===== src/rtl/imem_load_ctrl_if.sv =====
// Bus bundle between the instruction-memory load controller and its
// surroundings: core fetch path, byte loader stream and memory write port.
interface imem_load_ctrl_if #(
    parameter int MEM_SIZE = 256
);
    localparam int CW = $clog2(MEM_SIZE) + 1;

    logic [31:0]   cpu_addr;
    logic [31:0]   mem_addr;
    logic          cpu_hold;
    logic          pc_restart;
    logic          load_start;
    logic          load_done;
    logic          byte_valid;
    logic [7:0]    byte_data;
    logic          byte_ready;
    logic          wr_en;
    logic [31:0]   wr_addr;
    logic [31:0]   wr_data;
    logic [CW-1:0] words_loaded;

    // Controller side
    modport master (
        input  cpu_addr, load_start, load_done, byte_valid, byte_data,
        output mem_addr, cpu_hold, pc_restart, byte_ready,
               wr_en, wr_addr, wr_data, words_loaded
    );

    // Core / loader / memory side
    modport slave (
        output cpu_addr, load_start, load_done, byte_valid, byte_data,
        input  mem_addr, cpu_hold, pc_restart, byte_ready,
               wr_en, wr_addr, wr_data, words_loaded
    );
endinterface


===== src/rtl/imem_load_ctrl.sv =====
// Instruction memory load controller. In RUN the core fetch address goes
// straight to the ROM; in LOAD the core is held while a byte stream is packed
// little-endian into words and written from address 0 upward, after which the
// core PC is restarted at 0.
module imem_load_ctrl #(
    parameter int MEM_SIZE  = 256,
    parameter bit BOOT_LOAD = 1'b0
) (
    input logic          clk,
    input logic          rst,
    imem_load_ctrl_if.master bus
);
    localparam int CW = $clog2(MEM_SIZE) + 1;
    localparam logic [CW-1:0] FULL_CNT = CW'(MEM_SIZE);
    localparam logic [CW-1:0] ONE      = CW'(1);

    typedef enum logic [1:0] {RUN, LOAD, FLUSH, RELEASE} state_t;

    state_t        state, state_n;
    logic [1:0]    byte_cnt, byte_cnt_n;
    logic [CW-1:0] word_cnt, word_cnt_n;
    logic [CW-1:0] words, words_n;
    logic [31:0]   asm_reg, asm_n;
    // Set in LOAD while the final word write is on the bus; the next cycle
    // goes to RELEASE and no more bytes are taken.
    logic          ending, ending_n;

    logic          cpu_hold, byte_ready, pc_restart, wr_en;
    logic [31:0]   wr_addr, wr_data;
    logic          wr_en_n;
    logic [31:0]   wr_addr_n, wr_data_n;

    logic          accept;
    logic [31:0]   asm_upd;
    logic [2:0]    cnt_upd;
    logic [31:0]   cur_addr;

    assign bus.mem_addr     = cpu_hold ? 32'h0 : bus.cpu_addr;
    assign bus.cpu_hold     = cpu_hold;
    assign bus.byte_ready   = byte_ready;
    assign bus.pc_restart   = pc_restart;
    assign bus.wr_en        = wr_en;
    assign bus.wr_addr      = wr_addr;
    assign bus.wr_data      = wr_data;
    assign bus.words_loaded = words;

    // Register all state and the registered outputs
    always_ff @(posedge clk or posedge rst) begin
        if (rst) begin
            state      <= BOOT_LOAD ? LOAD : RUN;
            byte_cnt   <= '0;
            word_cnt   <= '0;
            words      <= '0;
            asm_reg    <= '0;
            ending     <= 1'b0;
            cpu_hold   <= BOOT_LOAD;
            byte_ready <= BOOT_LOAD;
            pc_restart <= 1'b0;
            wr_en      <= 1'b0;
            wr_addr    <= '0;
            wr_data    <= '0;
        end else begin
            state      <= state_n;
            byte_cnt   <= byte_cnt_n;
            word_cnt   <= word_cnt_n;
            words      <= words_n;
            asm_reg    <= asm_n;
            ending     <= ending_n;
            cpu_hold   <= (state_n != RUN);
            byte_ready <= (state_n == LOAD) && !ending_n;
            pc_restart <= (state_n == RELEASE);
            wr_en      <= wr_en_n;
            wr_addr    <= wr_addr_n;
            wr_data    <= wr_data_n;
        end
    end

    // Next state, byte packing and write-port scheduling
    always_comb begin
        state_n    = state;
        byte_cnt_n = byte_cnt;
        word_cnt_n = word_cnt;
        words_n    = words;
        asm_n      = asm_reg;
        ending_n   = ending;
        wr_en_n    = 1'b0;
        wr_addr_n  = wr_addr;
        wr_data_n  = wr_data;

        accept   = bus.byte_valid && byte_ready;
        asm_upd  = asm_reg;
        if (accept)
            asm_upd[{byte_cnt, 3'b000} +: 8] = bus.byte_data;
        cnt_upd  = {1'b0, byte_cnt} + {2'b00, accept};
        cur_addr = {{(30-CW){1'b0}}, word_cnt, 2'b00};

        case (state)
            RUN: begin
                // load_done is deliberately ignored here, even alongside load_start
                if (bus.load_start) begin
                    state_n    = LOAD;
                    byte_cnt_n = '0;
                    word_cnt_n = '0;
                    words_n    = '0;
                    asm_n      = '0;
                    ending_n   = 1'b0;
                end
            end
            LOAD: begin
                if (ending) begin
                    state_n  = RELEASE;
                    ending_n = 1'b0;
                end else if (cnt_upd == 3'd4) begin
                    // Full word: write it; a concurrent done or a full memory
                    // finishes after this write without a flush.
                    wr_en_n    = 1'b1;
                    wr_addr_n  = cur_addr;
                    wr_data_n  = asm_upd;
                    word_cnt_n = word_cnt + ONE;
                    words_n    = words + ONE;
                    byte_cnt_n = '0;
                    asm_n      = '0;
                    if (bus.load_done || (word_cnt + ONE) == FULL_CNT)
                        ending_n = 1'b1;
                end else if (bus.load_done) begin
                    if (cnt_upd == 3'd0) begin
                        state_n = RELEASE;
                    end else begin
                        // Partial word: upper lanes are still zero in asm_upd
                        state_n    = FLUSH;
                        wr_en_n    = 1'b1;
                        wr_addr_n  = cur_addr;
                        wr_data_n  = asm_upd;
                        word_cnt_n = word_cnt + ONE;
                        words_n    = words + ONE;
                        byte_cnt_n = '0;
                        asm_n      = '0;
                    end
                end else begin
                    byte_cnt_n = cnt_upd[1:0];
                    asm_n      = asm_upd;
                end
            end
            FLUSH:   state_n = RELEASE;
            RELEASE: state_n = RUN;
            default: state_n = RUN;
        endcase
    end
endmodule


===== src/flat_wrapper.sv =====
// flat-port wrapper written by rule: the top's interface ports become plain ports
module imem_load_ctrl_flat 
#(
    parameter int MEM_SIZE  = 256,
    parameter bit BOOT_LOAD = 1'b0
)
  (clk, rst, bus_cpu_addr, bus_load_start, bus_load_done, bus_byte_valid, bus_byte_data, bus_mem_addr, bus_cpu_hold, bus_pc_restart, bus_byte_ready, bus_wr_en, bus_wr_addr, bus_wr_data, bus_words_loaded);
  imem_load_ctrl_if #(.MEM_SIZE(MEM_SIZE)) bus_i ();
  input logic clk;
  input logic rst;
  input wire logic [$bits(bus_i.cpu_addr)-1:0] bus_cpu_addr;
  input wire logic [$bits(bus_i.load_start)-1:0] bus_load_start;
  input wire logic [$bits(bus_i.load_done)-1:0] bus_load_done;
  input wire logic [$bits(bus_i.byte_valid)-1:0] bus_byte_valid;
  input wire logic [$bits(bus_i.byte_data)-1:0] bus_byte_data;
  output wire logic [$bits(bus_i.mem_addr)-1:0] bus_mem_addr;
  output wire logic [$bits(bus_i.cpu_hold)-1:0] bus_cpu_hold;
  output wire logic [$bits(bus_i.pc_restart)-1:0] bus_pc_restart;
  output wire logic [$bits(bus_i.byte_ready)-1:0] bus_byte_ready;
  output wire logic [$bits(bus_i.wr_en)-1:0] bus_wr_en;
  output wire logic [$bits(bus_i.wr_addr)-1:0] bus_wr_addr;
  output wire logic [$bits(bus_i.wr_data)-1:0] bus_wr_data;
  output wire logic [$bits(bus_i.words_loaded)-1:0] bus_words_loaded;
  assign bus_i.cpu_addr = bus_cpu_addr;
  assign bus_i.load_start = bus_load_start;
  assign bus_i.load_done = bus_load_done;
  assign bus_i.byte_valid = bus_byte_valid;
  assign bus_i.byte_data = bus_byte_data;
  assign bus_mem_addr = bus_i.mem_addr;
  assign bus_cpu_hold = bus_i.cpu_hold;
  assign bus_pc_restart = bus_i.pc_restart;
  assign bus_byte_ready = bus_i.byte_ready;
  assign bus_wr_en = bus_i.wr_en;
  assign bus_wr_addr = bus_i.wr_addr;
  assign bus_wr_data = bus_i.wr_data;
  assign bus_words_loaded = bus_i.words_loaded;
  imem_load_ctrl #(.MEM_SIZE(MEM_SIZE), .BOOT_LOAD(BOOT_LOAD)) u_core (.clk(clk), .rst(rst), .bus(bus_i));
endmodule

===== config.mk =====
export PLATFORM = sky130hd
export DESIGN_NAME = imem_load_ctrl_flat
export DESIGN_NICKNAME = d
export VERILOG_FILES = /design/src/rtl/imem_load_ctrl_if.sv /design/src/rtl/imem_load_ctrl.sv /design/src/flat_wrapper.sv
export SDC_FILE = /design/constraint.sdc
export NUM_CORES = 1
export LEC_CHECK = 0
export CAP_MARGIN = 20
export CORE_ASPECT_RATIO = 0.9
export CORE_MARGIN = 2
export CORE_UTILIZATION = 63
export DETAILED_ROUTE_END_ITERATION = 10
export DONT_BUFFER_PORTS = 1
export PLACE_DENSITY = 0.79
export SYNTH_ARGS = -nofsm -noshare
export SYNTH_HDL_FRONTEND = slang
export SYNTH_SLANG_ARGS = --single-unit

===== constraint.sdc =====
create_clock -name clk -period 3.8 [get_ports clk]
set_input_delay 0.19 -clock clk [delete_from_list [all_inputs] [get_ports clk]]
set_output_delay 0.19 -clock clk [all_outputs]
set_load 0.1 [all_outputs]

==> results.sh, run 1 <==
export IMPL_status="finished, final reports clean"
export IMPL_fin_area_mm2=0.005224
export IMPL_antenna_found_initial=0
export IMPL_rows=30
export IMPL_die_w_um=96.62
export IMPL_cp_top_family="compound AO/OA/AOI/OAI gates"
export IMPL_synth_edf_count=0
export IMPL_worstSkewPairLatency_ns=0.37
export IMPL_fin_crit_sh=0.8413
export IMPL_hold_depth=2
export IMPL_worst_slack_ns=0.6032
export IMPL_synth_top_cell_area_share=0.5145
export IMPL_setup_viol=0
export IMPL_async_flop_share=1.000
export IMPL_cts_tree="done"
export IMPL_overflow=0
export IMPL_nets=544
export IMPL_ys_seq_elements=100
export IMPL_synth_xor_area_frac=0.007203
export IMPL_cts_buffer_depth=2
export IMPL_arrival_ns=3.45
export IMPL_cp_max_fo=22
export IMPL_r2r_end="u_core.word_cnt[7]$_DFFE_PP0P_"
export IMPL_antenna_left=0
export IMPL_grt_max_degree=80
export IMPL_htreeDepth=3
export IMPL_postCtsSetupRepairBufs=0
export IMPL_viasPerCell=6.325
export IMPL_hold_viol=0
export IMPL_multi_input_area_mm2=0.002185
export IMPL_fin_crit_ns=3.197
export IMPL_synth_cell_type_count=49
export IMPL_synthAdderAreaFrac=0.02315
export IMPL_place_gp_congestion=0.9407
export IMPL_synth_top_area_cell="dfrtp_1"
export IMPL_dp_slack_ns=0.6410
export IMPL_path_class="register to register"
export IMPL_required_ns=4.05
export IMPL_syn_mean_instance_area_um2=9.885
export IMPL_portBuffers=0
export IMPL_grt_pass1_wl_mm=18.86
export IMPL_timing_rr_start="u_core.bus.byte_ready$_DFF_PP0_"
export IMPL_dp_hpwl_mm=8.023
export IMPL_maxSlewViolCount=0
export IMPL_synth_compound_area_share=0.1636
export IMPL_fillers=559
export IMPL_yosys_area_share_simple=0.2148
export IMPL_synth_mux_area_frac=0.006174
export IMPL_initial_core_util=0.6478
export IMPL_first_global_vias=3620
export IMPL_place_area_mm2=0.004931
export IMPL_netlist_instances=492
export IMPL_cp_num_buf_inv=3
export IMPL_drv_cap=0
export IMPL_yosys_top_cells_area="dfrtp_1, a221oi_1, a22o_1"
export IMPL_routed_wl_mm=11.87
export IMPL_register_area_mm2=0.002504
export IMPL_clkSinkCount=100
export IMPL_max_stage_delay_ns=0.45
export IMPL_rrSetupSlack_ns=0.60
export IMPL_synth_main_ff_cell="dfrtp_1"
export IMPL_finClkSkew_ns=0.01444
export IMPL_crit_path_cell_trace="nand2_1, clkinv_1, ha_1, ha_1, o21ai_0, a21o_1, clkinv_1, buf_4, and3_1, a211o_1"
export IMPL_drt_pass1_iterations=4
export IMPL_min_to="u_core.bus.wr_data[19]$_DFFE_PP0P_"
export IMPL_path_clk_slew_ns=0.10
export IMPL_endpoint_kind="register"
export IMPL_vias=3738
export IMPL_pin_count=154
export IMPL_finalSetupTns_ns=0
export IMPL_fmax_mhz=312.8
export IMPL_drc=0
export IMPL_wl_per_cell_um=20.08
export IMPL_r2r_cells=10
export IMPL_hold_buffers=10
export IMPL_cts_resized=0
export IMPL_die_area_mm2=0.008440
export IMPL_yosys_warnings=0
export IMPL_ys_seq_area_frac=0.5145
export IMPL_min_from="bus_byte_data[3]"
export IMPL_slew_headroom=0.2333
export IMPL_area_growth_pct=7.409
export IMPL_drtIter0Drc=232
export IMPL_numCtsBuffers=9
export IMPL_worst_hold_path_type="input port to register"
export IMPL_worst_pin_slew_ns=1.145
export IMPL_syn_cell_area_mm2=0.004863
export IMPL_diodes=0
export IMPL_core_area_mm2=0.007507
export IMPL_rsz0062_at_grt="false"
export IMPL_die_h_um=87.36
export IMPL_synth_top_family_by_area="simple AND/OR/NAND/NOR gates"
export IMPL_startpoint_type="register"
export IMPL_worst_path_max_delay_cell="o21ai_0"
export IMPL_track_usage=0.2868
export IMPL_drive_above_1_share=0.1414
export IMPL_clock_root_buffer="clkbuf_8"
-- metrics by stage --
step             util  hold slack (ns)  std cells
2_1_floorplan       -           0.3630        514
3_5_place_dp   0.6568           0.3271        565
4_1_cts        0.6958         0.003540        591
3_3_place_gp   0.6568           0.3247        565
5_1_grt        0.6958         0.002061        591
6_report       0.6958         0.005991        591
-- layout by cell type (no fill, tap or decap), types with 5 or more instances in the layout --
cell type	n
conb_1	23
a221oi_1	32
nor2b_2	32
nand2_1	49
o21ai_0	10
ha_1	9
a21oi_1	7
nor3_1	5
nor2_1	72
clkbuf_8	9
nand3_1	18
and3_1	6
buf_4	13
dlygate4sd3_1	10
a22o_1	32
dfrtp_1	99
-- area by class of cell --
class,instances,area share
sequential,100,0.4793
multi-input combinational,350,0.4182
timing repair buffer,23,0.03784
clock buffer,11,0.02515
tap,96,0.02299
clock inverter,5,0.01174
inverter,6,0.004790
-- cells in the mapped netlist, drive strengths merged, types with 3 or more instances --
cell,number
dfrtp,100
nor2,73
nand2,49
buf,41
nor2b,35
a221oi,32
a22o,32
nand3,18
clkbuf,17
o21ai,10
ha,9
a21oi,7
and3,6
nor3,5
a211o,4
a31o,4
inv,4
nor3b,4
and4b,3
mux2i,3
nand2b,3
nand4,3
or3b,3
xnor2,3
-- how the worst max path moves through the flow --
stage | start | end | slack [ns] | depth (start not counted)
after floorplan | u_core.bus.byte_ready$_DFF_PP0_ | u_core.bus.words_loaded[3]$_DFFE_PP0P_ | 0.71 | 11
after global placement | u_core.bus.byte_ready$_DFF_PP0_ | u_core.word_cnt[6]$_DFFE_PP0P_ | 0.82 | 10
after detailed placement | u_core.bus.byte_ready$_DFF_PP0_ | u_core.word_cnt[7]$_DFFE_PP0P_ | 0.64 | 10
after CTS | u_core.bus.byte_ready$_DFF_PP0_ | u_core.word_cnt[7]$_DFFE_PP0P_ | 0.63 | 10
after global routing | u_core.bus.byte_ready$_DFF_PP0_ | u_core.word_cnt[7]$_DFFE_PP0P_ | 0.33 | 10
final | u_core.bus.byte_ready$_DFF_PP0_ | u_core.word_cnt[7]$_DFFE_PP0P_ | 0.60 | 10
-- worst register-to-register path, stage by stage, from the launching register on --
cell	delay [ns]
dfrtp_1	0.39
nand2_1	0.15
clkinv_1	0.18
ha_1	0.24
ha_1	0.31
o21ai_0	0.45
a21o_1	0.24
clkinv_1	0.33
buf_4	0.35
and3_1	0.19
a211o_1	0.26
-- cell families (layout without fill, tap and decap cells) --
family	after synthesis	in the layout
simple gates	212	212
xor+xnor	4	4
buf+inv	64	45
fa+ha+maj	9	9
mux	3	3
other cells	1	23
compound gates	99	99
flops	100	100
-- per-layer routing --
metal  up-vias  wire length, um  GRT usage
met5         -                0          0
met4         0              272    0.09475
met3        24             1055    0.07223
met2       202             5972     0.4766
met1      1820             4570     0.3750
li1       1692                -          -
Power of run 1 is not shown: default switching activity piles up to over one toggle a cycle in this logic, so the estimate is an artifact.
==> run 2, diff against run 1 <==
- CORE_UTILIZATION: 63 -> 57
- PLACE_DENSITY: 0.79 -> 0.75
- clock period: 3.8 -> 2.9 ns (I/O delays scaled with it)
==> run 2 against run 1 <==
Against the previous run:
- flip-flop and latch count stayed put
- highest routed layer unchanged
- clock skew grew 0.0051 ns
- via count is 4.9% higher
- final cell count rose by 11%
- largest cell class unchanged
- first-iteration DRC count increased by 39%
- critical endpoint is now u_core.bus.wr_data[0]$_DFFE_PP0P_
- count of clock-buffer cells in the layout is 1 lower
- wire length down 0.44%
- cell area up 7.6%
==> results.sh, run 2 (synthesis results as in run 1) <==
export IMPL_status="finished, final reports clean"
export IMPL_die_area_mm2=0.009288
export IMPL_fin_crit_ns=2.746
export IMPL_fin_crit_sh=0.9469
export IMPL_cts_tree="done"
export IMPL_worst_hold_path_type="input port to register"
export IMPL_layout_common_cells="dfrtp_1, nor2_1, buf_4, nand2_1"
export IMPL_endpoint_kind="register"
export IMPL_viasPerCell=5.980
export IMPL_wl_per_cell_um=18.02
export IMPL_worst_path_max_delay_cell="dfrtp_2"
export IMPL_startpoint_type="register"
export IMPL_arrival_ns=2.98
export IMPL_final_common_cell="dfrtp_1"
export IMPL_clock_root_buffer="clkbuf_8"
export IMPL_worst_pin_slew_ns=0.9639
export IMPL_drive_above_1_share=0.2200
export IMPL_multi_input_area_mm2=0.002185
export IMPL_crit_path_cell_trace="nand2_1, clkinv_1, ha_1, ha_1, or3b_1, a21o_1, buf_4, a221oi_1, nor2_1"
export IMPL_vias=3923
export IMPL_initial_core_util=0.5943
export IMPL_grt_pass1_wl_mm=18.92
export IMPL_path_clk_slew_ns=0.09
export IMPL_die_w_um=101.4
export IMPL_maxSlewViolCount=0
export IMPL_numCtsBuffers=9
export IMPL_drtIter0Drc=323
export IMPL_drc=0
export IMPL_grt_max_degree=64
export IMPL_register_area_mm2=0.002505
export IMPL_antenna_found_initial=0
export IMPL_area_growth_pct=15.56
export IMPL_htreeDepth=3
export IMPL_drt_pass1_iterations=5
export IMPL_place_gp_congestion=0.8525
export IMPL_track_usage=0.2605
export IMPL_diodes=0
export IMPL_hold_viol=0
export IMPL_path_class="register to register"
export IMPL_final_core_util=0.6867
export IMPL_rows=31
export IMPL_dp_hpwl_mm=8.302
export IMPL_pin_count=154
export IMPL_setup_viol=0
export IMPL_max_stage_delay_ns=0.41
export IMPL_worstSkewPairLatency_ns=0.37
export IMPL_finClkSkew_ns=0.01959
export IMPL_required_ns=3.14
export IMPL_fmax_mhz=364.2
export IMPL_core_area_mm2=0.008184
export IMPL_portBuffers=0
export IMPL_antenna_left=0
export IMPL_slew_headroom=0.3574
export IMPL_routed_wl_mm=11.82
export IMPL_drv_cap=0
export IMPL_fillers=619
export IMPL_overflow=0
export IMPL_first_global_vias=3737
export IMPL_cp_common_cell="ha_1"
export IMPL_die_h_um=91.63
export IMPL_rsz0062_at_grt="true"
export IMPL_cts_buffer_depth=2
export IMPL_clkSinkCount=100
export IMPL_nets=590
export IMPL_cp_max_fo=32
run 2: final timing paths:
path                                                  from                                 to  slack (ns)  cells past startpoint
max in group asynchronous                              rst  u_core.bus.wr_data[7]$_DFFE_PP0P_        1.84                      3
min in group asynchronous                              rst  u_core.bus.wr_addr[6]$_DFFE_PP0P_        0.41                      2
setup / recovery           u_core.bus.byte_ready$_DFF_PP0_  u_core.bus.wr_data[0]$_DFFE_PP0P_        0.15                      9
hold / removal                            bus_byte_data[0]  u_core.bus.wr_data[0]$_DFFE_PP0P_        0.01                      2
setup reg to reg           u_core.bus.byte_ready$_DFF_PP0_  u_core.bus.wr_data[0]$_DFFE_PP0P_        0.15                      9
hold reg to reg              u_core.asm_reg[5]$_DFFE_PP0P_      u_core.asm_reg[5]$_DFFE_PP0P_        0.51                      1
run 2: worst max-delay path: cells and delay by family, from the launching register on:
family / cells / cell delay [ns]
compound gates: 2 / 0.60
fa+ha+maj: 2 / 0.55
buf+inv: 2 / 0.44
flops: 1 / 0.41
simple gates: 3 / 0.61
run 2: stage by stage:
step | setup slack, ns | hold slack, ns | cell area [um2] | instances | TNS, ns
final | 0.1541 | 0.01214 | 5620 | 656 | 0
after global routing | -0.04843 | 0.02340 | 5620 | 656 | -0.09510
after CTS | 0.1434 | 0.002066 | 5605 | 655 | 0
after detailed placement | 0.1783 | 0.2124 | 5306 | 629 | 0
after global placement | 0.3422 | 0.2077 | 5306 | 629 | 0
after floorplan | -0.09142 | 0.3180 | 4947 | 514 | -0.09142
run 2: what timing repair did:
item                                    CTS  global route
endpoints found under the setup margin    0            37
hold buffers                             10             0
buffers inserted                          0             1
resized for setup                         0             2
hold endpoints to repair                126             0
run 2: routing by layer:
| layer | share of wire | global-route usage |
|---|---|---|
| met4 | 0.020 | 0.09234 |
| met5 | 0 | 0 |
| met3 | 0.074 | 0.04573 |
| met1 | 0.40 | 0.3354 |
| met2 | 0.51 | 0.4421 |
run 2: area by class of cell:
cell class | count | area share
well taps | 115 | 0.02560
repair buffers | 69 | 0.09951
multi-input cells | 350 | 0.3887
clock buffers | 10 | 0.02271
inverters | 6 | 0.005120
flip-flops and latches | 100 | 0.4457
clock inverters | 6 | 0.01269
Power of run 2 is left out for the same reason.
==> run 3, diff against run 2 <==
- ABC_AREA: unset -> 1
- CELL_PAD_IN_SITES_DETAIL_PLACEMENT: unset -> 1
- CELL_PAD_IN_SITES_GLOBAL_PLACEMENT: unset -> 1
- CORE_UTILIZATION: 57 -> 41
- PLACE_DENSITY: 0.75 -> 0.73
==> run 3 against run 2 <==
Against the previous run:
- largest cell class unchanged
- final cell count increased by 31%
- synthesized cell count increased by 33%
- cell area rose by 4.8%
- highest routed layer unchanged
- critical endpoint is now u_core.asm_reg[25]$_DFFE_PP0P_
==> results.sh, run 3 <==
export IMPL_status="finished, final reports clean"
export IMPL_overflow=0
export IMPL_fmax_mhz=393.0
export IMPL_fin_crit_sh=0.8774
export IMPL_antenna_left=0
export IMPL_drt_pass1_iterations=6
export IMPL_dp_hpwl_mm=9.969
export IMPL_initial_core_util=0.4200
export IMPL_path_class="register to register"
export IMPL_rsz0062_at_grt="false"
export IMPL_cp_common_cell="nand2_1"
export IMPL_p_leak_uw=0.003004
export IMPL_layout_common_cells="nand2_1, dfrtp_1, inv_1, o21ai_0, buf_4"
export IMPL_numCtsBuffers=9
export IMPL_syn_mean_instance_area_um2=7.768
export IMPL_async_flop_share=1.000
export IMPL_vias=4296
export IMPL_diodes=0
export IMPL_finalSetupTns_ns=0
export IMPL_slew_headroom=0.3682
export IMPL_postCtsSetupRepairBufs=0
export IMPL_cts_resized=0
export IMPL_yosys_top_cells_area="dfrtp_1, nand2_1, inv_1"
export IMPL_required_ns=3.17
export IMPL_power_density_mw_per_mm2=1084
export IMPL_drtIter0Drc=164
export IMPL_finClkSkew_ns=0.006434
export IMPL_place_inst=841
export IMPL_area_growth_pct=16.08
export IMPL_clock_root_buffer="clkbuf_16"
export IMPL_peakVddDrop_uv=705.8
export IMPL_fin_crit_ns=2.544
export IMPL_netlist_instances=653
export IMPL_synth_top_cell_area_share=0.4933
export IMPL_worst_pin_slew_ns=0.9477
export IMPL_worstSkewPairLatency_ns=0.35
export IMPL_ys_seq_area_frac=0.4933
export IMPL_final_common_cell="nand2_1"
export IMPL_antenna_found_initial=0
export IMPL_clkSinkCount=100
export IMPL_cts_buffer_depth=2
export IMPL_synthTopCellsByCount="nand2_1, dfrtp_1, inv_1, nor2_1, o21ai_0"
export IMPL_cts_tree="done"
export IMPL_place_gp_congestion=0.8078
export IMPL_grt_max_degree=87
export IMPL_die_w_um=121.2
export IMPL_hold_depth=3
export IMPL_viasPerCell=5.001
export IMPL_synth_cell_type_count=31
export IMPL_portBuffers=0
export IMPL_endpoint_kind="register"
export IMPL_synth_top_area_cell="dfrtp_1"
export IMPL_instances_no_fill=859
export IMPL_drive_above_1_share=0.1688
export IMPL_startpoint_type="register"
export IMPL_hold_viol=0
export IMPL_fin_area_mm2=0.005888
export IMPL_cp_max_fo=28
export IMPL_wl_per_cell_um=15.95
export IMPL_rows=38
export IMPL_pin_count=154
export IMPL_ys_seq_elements=100
export IMPL_final_core_util=0.4876
export IMPL_maxSlewViolCount=0
export IMPL_synth_edf_count=0
export IMPL_synth_most_common_cell="nand2_1"
export IMPL_syn_cell_area_mm2=0.005072
export IMPL_worst_hold_path_type="input port to register"
export IMPL_setup_viol=0
export IMPL_yosys_warnings=0
export IMPL_grt_pass1_wl_mm=22.12
export IMPL_worst_path_max_delay_cell="dfrtp_1"
export IMPL_arrival_ns=2.82
export IMPL_first_global_vias=4442
export IMPL_synth_main_ff_cell="dfrtp_1"
export IMPL_rrSetupSlack_ns=0.36
export IMPL_die_area_mm2=0.01328
export IMPL_drv_cap=0
export IMPL_path_clk_slew_ns=0.07
export IMPL_die_h_um=109.5
export IMPL_htreeDepth=3
export IMPL_max_stage_delay_ns=0.38
export IMPL_nets=748
export IMPL_track_usage=0.2123
export IMPL_crit_path_cell_trace="nand2_1, inv_1, ha_1, ha_1, inv_1, nand2_1, nor3_2, o21ai_2, nand2_4, inv_4, nand2_4, inv_4, nand2_1, o21ai_1"
export IMPL_r2r_cells=14
export IMPL_drc=0
export IMPL_routed_wl_mm=13.70
export IMPL_core_area_mm2=0.01208
export IMPL_place_area_mm2=0.005554
-- run 3: cell types whose count changed after synthesis, moves of 8 or more --
cell,previous run,this run
nand2_1,49,172
inv_1,4,95
o21ai_0,10,53
nor2b_1,35,0
a221oi_1,32,0
a22o_1,32,0
o21ai_1,0,20
o22ai_1,0,16
a22oi_1,0,8
buf_1,8,0
-- run 3: routing by layer --
layer / vias to the layer above / routed length [um] / global-route usage
met5: - / 0 / 0
met4: 0 / 174 / 0.04680
met3: 17 / 809 / 0.06068
met2: 125 / 6673 / 0.3680
met1: 2093 / 6043 / 0.2656
li1: 2061 / - / -
-- run 3: worst max-delay path: cells and delay by family (launching register included) --
kind | cells | cell delay (ns)
simple gates | 6 | 0.66
fa+ha+maj | 2 | 0.49
flops | 1 | 0.38
buf+inv | 4 | 0.67
compound gates | 2 | 0.24
-- run 3: final timing paths --
path / startpoint / end
min in group asynchronous: rst / u_core.bus.wr_data[5]$_DFFE_PP0P_
min reg2reg: u_core.bus.wr_data[12]$_DFFE_PP0P_ / u_core.bus.wr_data[12]$_DFFE_PP0P_
max in group asynchronous: rst / u_core.bus.words_loaded[8]$_DFFE_PP0P_
max: u_core.bus.byte_ready$_DFF_PP0_ / u_core.asm_reg[25]$_DFFE_PP0P_
max reg2reg: u_core.bus.byte_ready$_DFF_PP0_ / u_core.asm_reg[25]$_DFFE_PP0P_
min: bus_load_done / u_core.byte_cnt[0]$_DFFE_PP0P_
-- run 3: kinds of logic (layout without fill, tap and decap cells) --
| family | after synthesis | count (layout) | share of synthesized area |
|---|---|---|---|
| compound gates | 108 | 108 | 0.1164 |
| other cells | 1 | 23 | 0.0007393 |
| flops | 100 | 100 | 0.4933 |
| buf+inv | 144 | 168 | 0.1295 |
| simple gates | 290 | 290 | 0.2361 |
| xor+xnor | 1 | 1 | 0.001727 |
| fa+ha+maj | 9 | 9 | 0.02220 |
-- run 3: area by class of cell --
cell class	count	area [um2]
tap	160	200.2
clock inverter	3	46.29
sequential	100	2504
inverter	99	379.1
fill	1482	6188
timing repair buffer	53	432.9
clock buffer	13	250.2
multi-input combinational	431	2076
-- run 3: report_power, final --
group	switching [uW]	internal, uW	total (uW)
combinational	2100	486	2590
sequential	1010	1560	2580
clock	522	696	1220
total	3630	2750	6380
-- run 3: timing repair --
item / 4_1_cts / 5_1_grt
hold buffers: 1 / 0
endpoints found under the hold margin: 75 / 0
endpoints found under the setup margin: 0 / 0
-- run 3: metrics by stage --
stage          setup WS [ns]  total power (uW)  hold WS, ns
3_3_place_gp          0.4760              5132       0.3536
3_5_place_dp          0.3665              5204       0.3620
2_1_floorplan         0.1362              4604       0.3447
5_1_grt               0.1123              6659      0.03683
4_1_cts               0.3402              6427      0.01338
6_report              0.3557              6380      0.02260
No activity file was read; power rests on OpenSTA's default activity.
